**config.mk**
```make
export PLATFORM = sky130hd
export DESIGN_NAME = bs_dispatch_ctrl
export DESIGN_NICKNAME = d
export VERILOG_FILES = /design/src/rtl/bs_dispatch_ctrl.sv
export SDC_FILE = /design/constraint.sdc
export NUM_CORES = 1
export LEC_CHECK = 0
export BUFFER_PORTS_ARGS = -buffer_cell sky130_fd_sc_hd__buf_4
export CAP_MARGIN = 15
export CORE_MARGIN = 10
export CORE_UTILIZATION = 50
export DETAILED_ROUTE_END_ITERATION = 10
export MAX_ROUTING_LAYER = met4
export PLACE_DENSITY_LB_ADDON = 0.12
export SETUP_SLACK_MARGIN = 0.5
export SKIP_CTS_REPAIR_TIMING = 1
export SLEW_MARGIN = 20
export SYNTH_ARGS = -nofsm -noshare
export SYNTH_HDL_FRONTEND = slang
export SYNTH_SLANG_ARGS = --single-unit
```
**constraint.sdc**
```tcl
create_clock -name clock -period 15.5 [get_ports clock]
set_clock_uncertainty 0.2 [all_clocks]
set_input_delay 0.775 -clock clock [delete_from_list [all_inputs] [get_ports clock]]
set_output_delay 0.775 -clock clock [all_outputs]
set_load 0.05 [all_outputs]
```
**src/rtl/bs_dispatch_ctrl.sv**
```systemverilog
// Dispatch controller for a Black-Scholes engine array: round-robin engine
// starts under an in-flight cap, operand refill requests, drain and statistics.
module bs_dispatch_ctrl #(
    parameter int NUM_ENGINES  = 20,
    parameter int MAX_INFLIGHT = NUM_ENGINES,
    parameter int CNT_W        = 32,
    parameter int JOB_W        = 16
) (
    input  logic                               clock,
    input  logic                               reset_n,
    input  logic                               start,
    input  logic                               abort,
    input  logic                               out_of_data,
    input  logic [NUM_ENGINES-1:0]             reg_valid,
    input  logic [NUM_ENGINES-1:0]             eng_idle,
    input  logic [NUM_ENGINES-1:0]             eng_done,
    output logic [NUM_ENGINES-1:0]             eng_start,
    output logic [NUM_ENGINES-1:0]             reg_fetch,
    output logic [NUM_ENGINES-1:0]             inflight,
    output logic [$clog2(NUM_ENGINES+1)-1:0]   inflight_cnt,
    output logic [CNT_W-1:0]                   cycle_count,
    output logic [JOB_W-1:0]                   jobs_issued,
    output logic [JOB_W-1:0]                   jobs_done,
    output logic                               busy,
    output logic                               round_done,
    output logic                               err_spurious
);

    localparam int IC_W  = $clog2(NUM_ENGINES + 1);
    localparam int PTR_W = (NUM_ENGINES > 1) ? $clog2(NUM_ENGINES) : 1;

    typedef enum logic [1:0] {IDLE, RUN, DRAIN, DONE} state_t;

    state_t                   state, state_n;
    logic [PTR_W-1:0]         ptr, ptr_n, off_sel;
    logic [PTR_W:0]           ptr_sum;
    logic [NUM_ENGINES-1:0]   inflight_n, start_n, cand, cand_rot, oh_rot, grant_oh, valid_done;
    logic [2*NUM_ENGINES-1:0] cand_dbl, oh_dbl;
    logic [CNT_W-1:0]         cycle_n;
    logic [JOB_W-1:0]         issued_n, done_n;
    logic [JOB_W:0]           done_sum;
    logic [IC_W-1:0]          done_cnt;
    logic                     err_n, found, grant_vld;

    assign valid_done = eng_done & inflight;

    always_comb begin
        inflight_cnt = '0;
        done_cnt     = '0;
        for (int unsigned i = 0; i < NUM_ENGINES; i++) begin
            inflight_cnt = inflight_cnt + IC_W'(inflight[i]);
            done_cnt     = done_cnt + IC_W'(valid_done[i]);
        end
    end

    // Round-robin search: rotate candidates so the pointer lands on bit 0,
    // pick the lowest set bit, then rotate the one-hot back.
    always_comb begin
        cand     = reg_valid & eng_idle & ~inflight;
        cand_dbl = {cand, cand} >> ptr;
        cand_rot = cand_dbl[NUM_ENGINES-1:0];
        oh_rot   = '0;
        off_sel  = '0;
        found    = 1'b0;
        for (int unsigned off = 0; off < NUM_ENGINES; off++) begin
            if (!found && cand_rot[off]) begin
                oh_rot[off] = 1'b1;
                off_sel     = PTR_W'(off);
                found       = 1'b1;
            end
        end
        oh_dbl    = {oh_rot, oh_rot} << ptr;
        grant_vld = (state == RUN) && !abort && found &&
                    (inflight_cnt < IC_W'(MAX_INFLIGHT));
        grant_oh  = grant_vld ? oh_dbl[2*NUM_ENGINES-1:NUM_ENGINES] : '0;
        ptr_sum   = {1'b0, ptr} + {1'b0, off_sel} + (PTR_W+1)'(1);
        if (ptr_sum >= (PTR_W+1)'(NUM_ENGINES)) begin
            ptr_sum = ptr_sum - (PTR_W+1)'(NUM_ENGINES);
        end
    end

    assign done_sum   = {1'b0, jobs_done} + (JOB_W+1)'(done_cnt);
    assign reg_fetch  = (state == RUN && !out_of_data) ? ~reg_valid : '0;
    assign busy       = (state == RUN) || (state == DRAIN);
    assign round_done = (state == DONE) && !abort;

    always_comb begin
        state_n    = state;
        inflight_n = inflight;
        ptr_n      = ptr;
        start_n    = '0;
        cycle_n    = cycle_count;
        issued_n   = jobs_issued;
        done_n     = jobs_done;
        err_n      = err_spurious;
        if (state == IDLE) begin
            if (start) begin
                state_n    = RUN;
                inflight_n = '0;
                ptr_n      = '0;
                cycle_n    = '0;
                issued_n   = '0;
                done_n     = '0;
                err_n      = 1'b0;
            end
        end else if (abort) begin
            state_n    = IDLE;
            inflight_n = '0;
        end else begin
            inflight_n = (inflight & ~eng_done) | grant_oh;
            done_n     = done_sum[JOB_W] ? '1 : done_sum[JOB_W-1:0];
            if ((eng_done & ~inflight) != '0) begin
                err_n = 1'b1;
            end
            if (state != DONE && cycle_count != '1) begin
                cycle_n = cycle_count + CNT_W'(1);
            end
            if (grant_vld) begin
                start_n = grant_oh;
                ptr_n   = ptr_sum[PTR_W-1:0];
                if (jobs_issued != '1) begin
                    issued_n = jobs_issued + JOB_W'(1);
                end
            end
            case (state)
                RUN:     if (out_of_data && reg_valid == '0) state_n = DRAIN;
                DRAIN:   if (inflight == '0 && eng_idle == '1 && eng_start == '0) state_n = DONE;
                default: state_n = IDLE;
            endcase
        end
    end

    always_ff @(posedge clock or negedge reset_n) begin
        if (!reset_n) begin
            state        <= IDLE;
            inflight     <= '0;
            ptr          <= '0;
            eng_start    <= '0;
            cycle_count  <= '0;
            jobs_issued  <= '0;
            jobs_done    <= '0;
            err_spurious <= 1'b0;
        end else begin
            state        <= state_n;
            inflight     <= inflight_n;
            ptr          <= ptr_n;
            eng_start    <= start_n;
            cycle_count  <= cycle_n;
            jobs_issued  <= issued_n;
            jobs_done    <= done_n;
            err_spurious <= err_n;
        end
    end

endmodule

```
==> flow_summary.json <==
{
  "status": "finished, final reports clean",
  "async_reset_ff_frac": 1.000,
  "power_density_mw_per_mm2": 151.0,
  "grt_usage": 0.3506,
  "numCtsBuffers": 9,
  "start_util": 0.5112,
  "wl_um": 55100,
  "cp.arrival_ns": 7.28,
  "row_count": 57,
  "antenna_found_initial": 0,
  "stdcell_area_mm2": 0.01440,
  "syn_avg_cell_area_um2": 8.162,
  "maxCapViolCount": 0,
  "place_hpwl_um": 42330,
  "ys_ff_latch": 112,
  "clockBufferDepth": 2,
  "drc": 0,
  "drive_above_1_share": 0.1830,
  "ys_seq_area_frac": 0.2241,
  "r2r_end": "ptr[3]",
  "startpoint_type": "register",
  "synth_area_leader_cell": "dfrtp_1",
  "die_x_um": 178.1,
  "ys_types": 109,
  "gr-total-overflow": 0,
  "setup_tns_ns": 0,
  "finalSetupViolCount": 0,
  "root_buffer": "clkbuf_16",
  "hold_viol": 0,
  "cp-end-kind": "register",
  "worst-setup-path-type": "register to register",
  "synth_nets": 1660,
  "required_ns": 15.58,
  "place_area_mm2": 0.01409,
  "htree_levels": 3,
  "ys_warn_count": 0,
  "reg2regPathDepth": 23,
  "crit_end": "ptr[3]",
  "synth.cell_area_mm2": 0.01250,
  "syn_inst": 1532,
  "drt_iter0_drc": 2159,
  "yosys.area.top_type_share": 0.2241,
  "clock.fmax_mhz": 138.8,
  "dr.pass1.iters": 7,
  "syn2layout_area_growth_pct": 15.17,
  "crit_path_start": "ptr[2]",
  "nets": 1795,
  "first_global_vias": 13730,
  "layout_min_cycle_time_ns": 7.204,
  "grt_pass1_wl_um": 83280,
  "clk_pin_slew_worst_paths_ns": 0.08,
  "cts_tree": "done",
  "ant_nets": 0,
  "layout_commonest_cell": "buf_4",
  "vias": 14030,
  "r2r-start": "ptr[2]",
  "clkLatencyLatePin_ns": 0.36,
  "numPortBuffers": 196,
  "rsz0062_at_grt": "no",
  "r2r_setup_slack_ns": 8.30,
  "core_region_area_mm2": 0.02446,
  "synthFlopType": "dfrtp_1",
  "avgViaCountPerCell": 7.031,
  "wl_per_cell_um": 27.60,
  "ir_worst_vdd_v": 0.0001001,
  "min_path_type": "input pin to async pin",
  "yosys-top-cells-area": "dfrtp_1 22%, nor2_1 5.0%, fa_1 4.8%",
  "grt_max_degree": 60,
  "ios": 197,
  "path_max_fanout": 46,
  "final_cell_mix": "212 x buf_4, 165 x nor2_1, 115 x nand2_1",
  "slew_headroom": 0.2699,
  "die_h_um": 178.1,
  "slew_violations": 0,
  "dieArea_mm2": 0.03173,
  "synth_edf_count": 0,
  "gp_congestion": 1.102,
  "fin_crit_sh": 0.4648,
  "antenna_cells": 0,
  "tightest_slew_ns": 1.089,
  "clkSinkCount": 112,
  "p_leak_nw": 6.189
}
power breakdown:
part           internal (mW)  leakage, nW  total, mW  switching (mW)
sequential             0.313         1.54      0.366          0.0531
combinational          0.500         4.49       1.57            1.07
clock                  0.128        0.152      0.242           0.114
state kept, by name, indices dropped and copies added (netlist names):
register / cells
state: 2
cycle_count: 32
jobs_issued: 16
err_spurious: 1
inflight: 20
eng_start: 20
ptr: 5
jobs_done: 16
critical path: stages (launching register included):
cell	delay, ns
dfrtp_2	0.34
buf_4	0.45
buf_4	0.53
inv_2	0.46
mux2_2	0.41
a211o_1	0.33
a211oi_2	0.40
nand4_1	0.29
or3_1	0.44
nor3_4	0.47
nand3_1	0.16
o311ai_0	0.14
or2_2	0.19
ha_1	0.21
nor2b_1	0.13
o21ai_0	0.14
nand2b_1	0.12
xnor2_1	0.28
ha_1	0.25
nand2_1	0.06
a221o_1	0.39
mux2_2	0.28
or3_1	0.29
o21ai_0	0.07
per-layer routing:
metal | global-route usage | wire [µm] | vias up
met5 | - | 0 | -
met1 | 0.4086 | 20300 | 6643
li1 | - | - | 6077
met2 | 0.5520 | 25600 | 1049
met3 | 0.06934 | 5391 | 264
met4 | 0.2108 | 3807 | 0
how the worst min path moves through the flow:
stage | to | start | cells past startpoint | slack (ns)
after floorplan | cycle_count[0] | reset_n | 0 | 0.28
after global placement | err_spurious | err_spurious | 2 | 0.31
after detailed placement | err_spurious | err_spurious | 2 | 0.32
after CTS | cycle_count[15] | reset_n | 1 | 0.32
after global routing | cycle_count[15] | reset_n | 1 | 0.34
final | cycle_count[15] | reset_n | 1 | 0.28
Yosys cell counts, types with 33 or more instances:
cell type,count
o21ai_0,66
ha_1,33
nor3_1,48
dfrtp_1,112
and2_1,44
clkbuf_1,47
nand3_1,81
nand2_1,115
nor2_1,165
nand4_1,33
a21oi_1,75
inv_1,57
through the flow:
step	setup WS [ns]	power, mW	util	hold slack (ns)	cells
5_1_grt	7.872	2.281	0.5887	0.3400	1996
4_1_cts	8.544	2.120	0.5886	0.3244	1996
6_report	8.296	2.174	0.5887	0.2844	1996
3_3_place_gp	8.678	1.868	0.5762	0.3102	1980
3_5_place_dp	8.552	1.870	0.5762	0.3171	1980
2_1_floorplan	9.280	1.447	-	0.2794	1532
cell families (layout without fill, tap and decap cells):
| group | Yosys count | in the layout | share of synthesized area |
|---|---|---|---|
| compound gates | 405 | 405 | 0.2360 |
| xor+xnor | 45 | 45 | 0.03152 |
| fa+ha+maj | 63 | 63 | 0.08105 |
| buf+inv | 150 | 290 | 0.05153 |
| flops | 112 | 112 | 0.2241 |
| mux | 40 | 40 | 0.05283 |
| simple gates | 717 | 717 | 0.3229 |
final cells by class:
class,instances,area (µm²)
well taps,324,405.4
fillers,2294,10060
flip-flops and latches,112,2806
repair buffers,212,1592
clock inverters,7,77.57
inverters,62,232.7
multi-input cells,1270,9062
clock buffers,9,225.2
(Power assumes the default switching activity.)
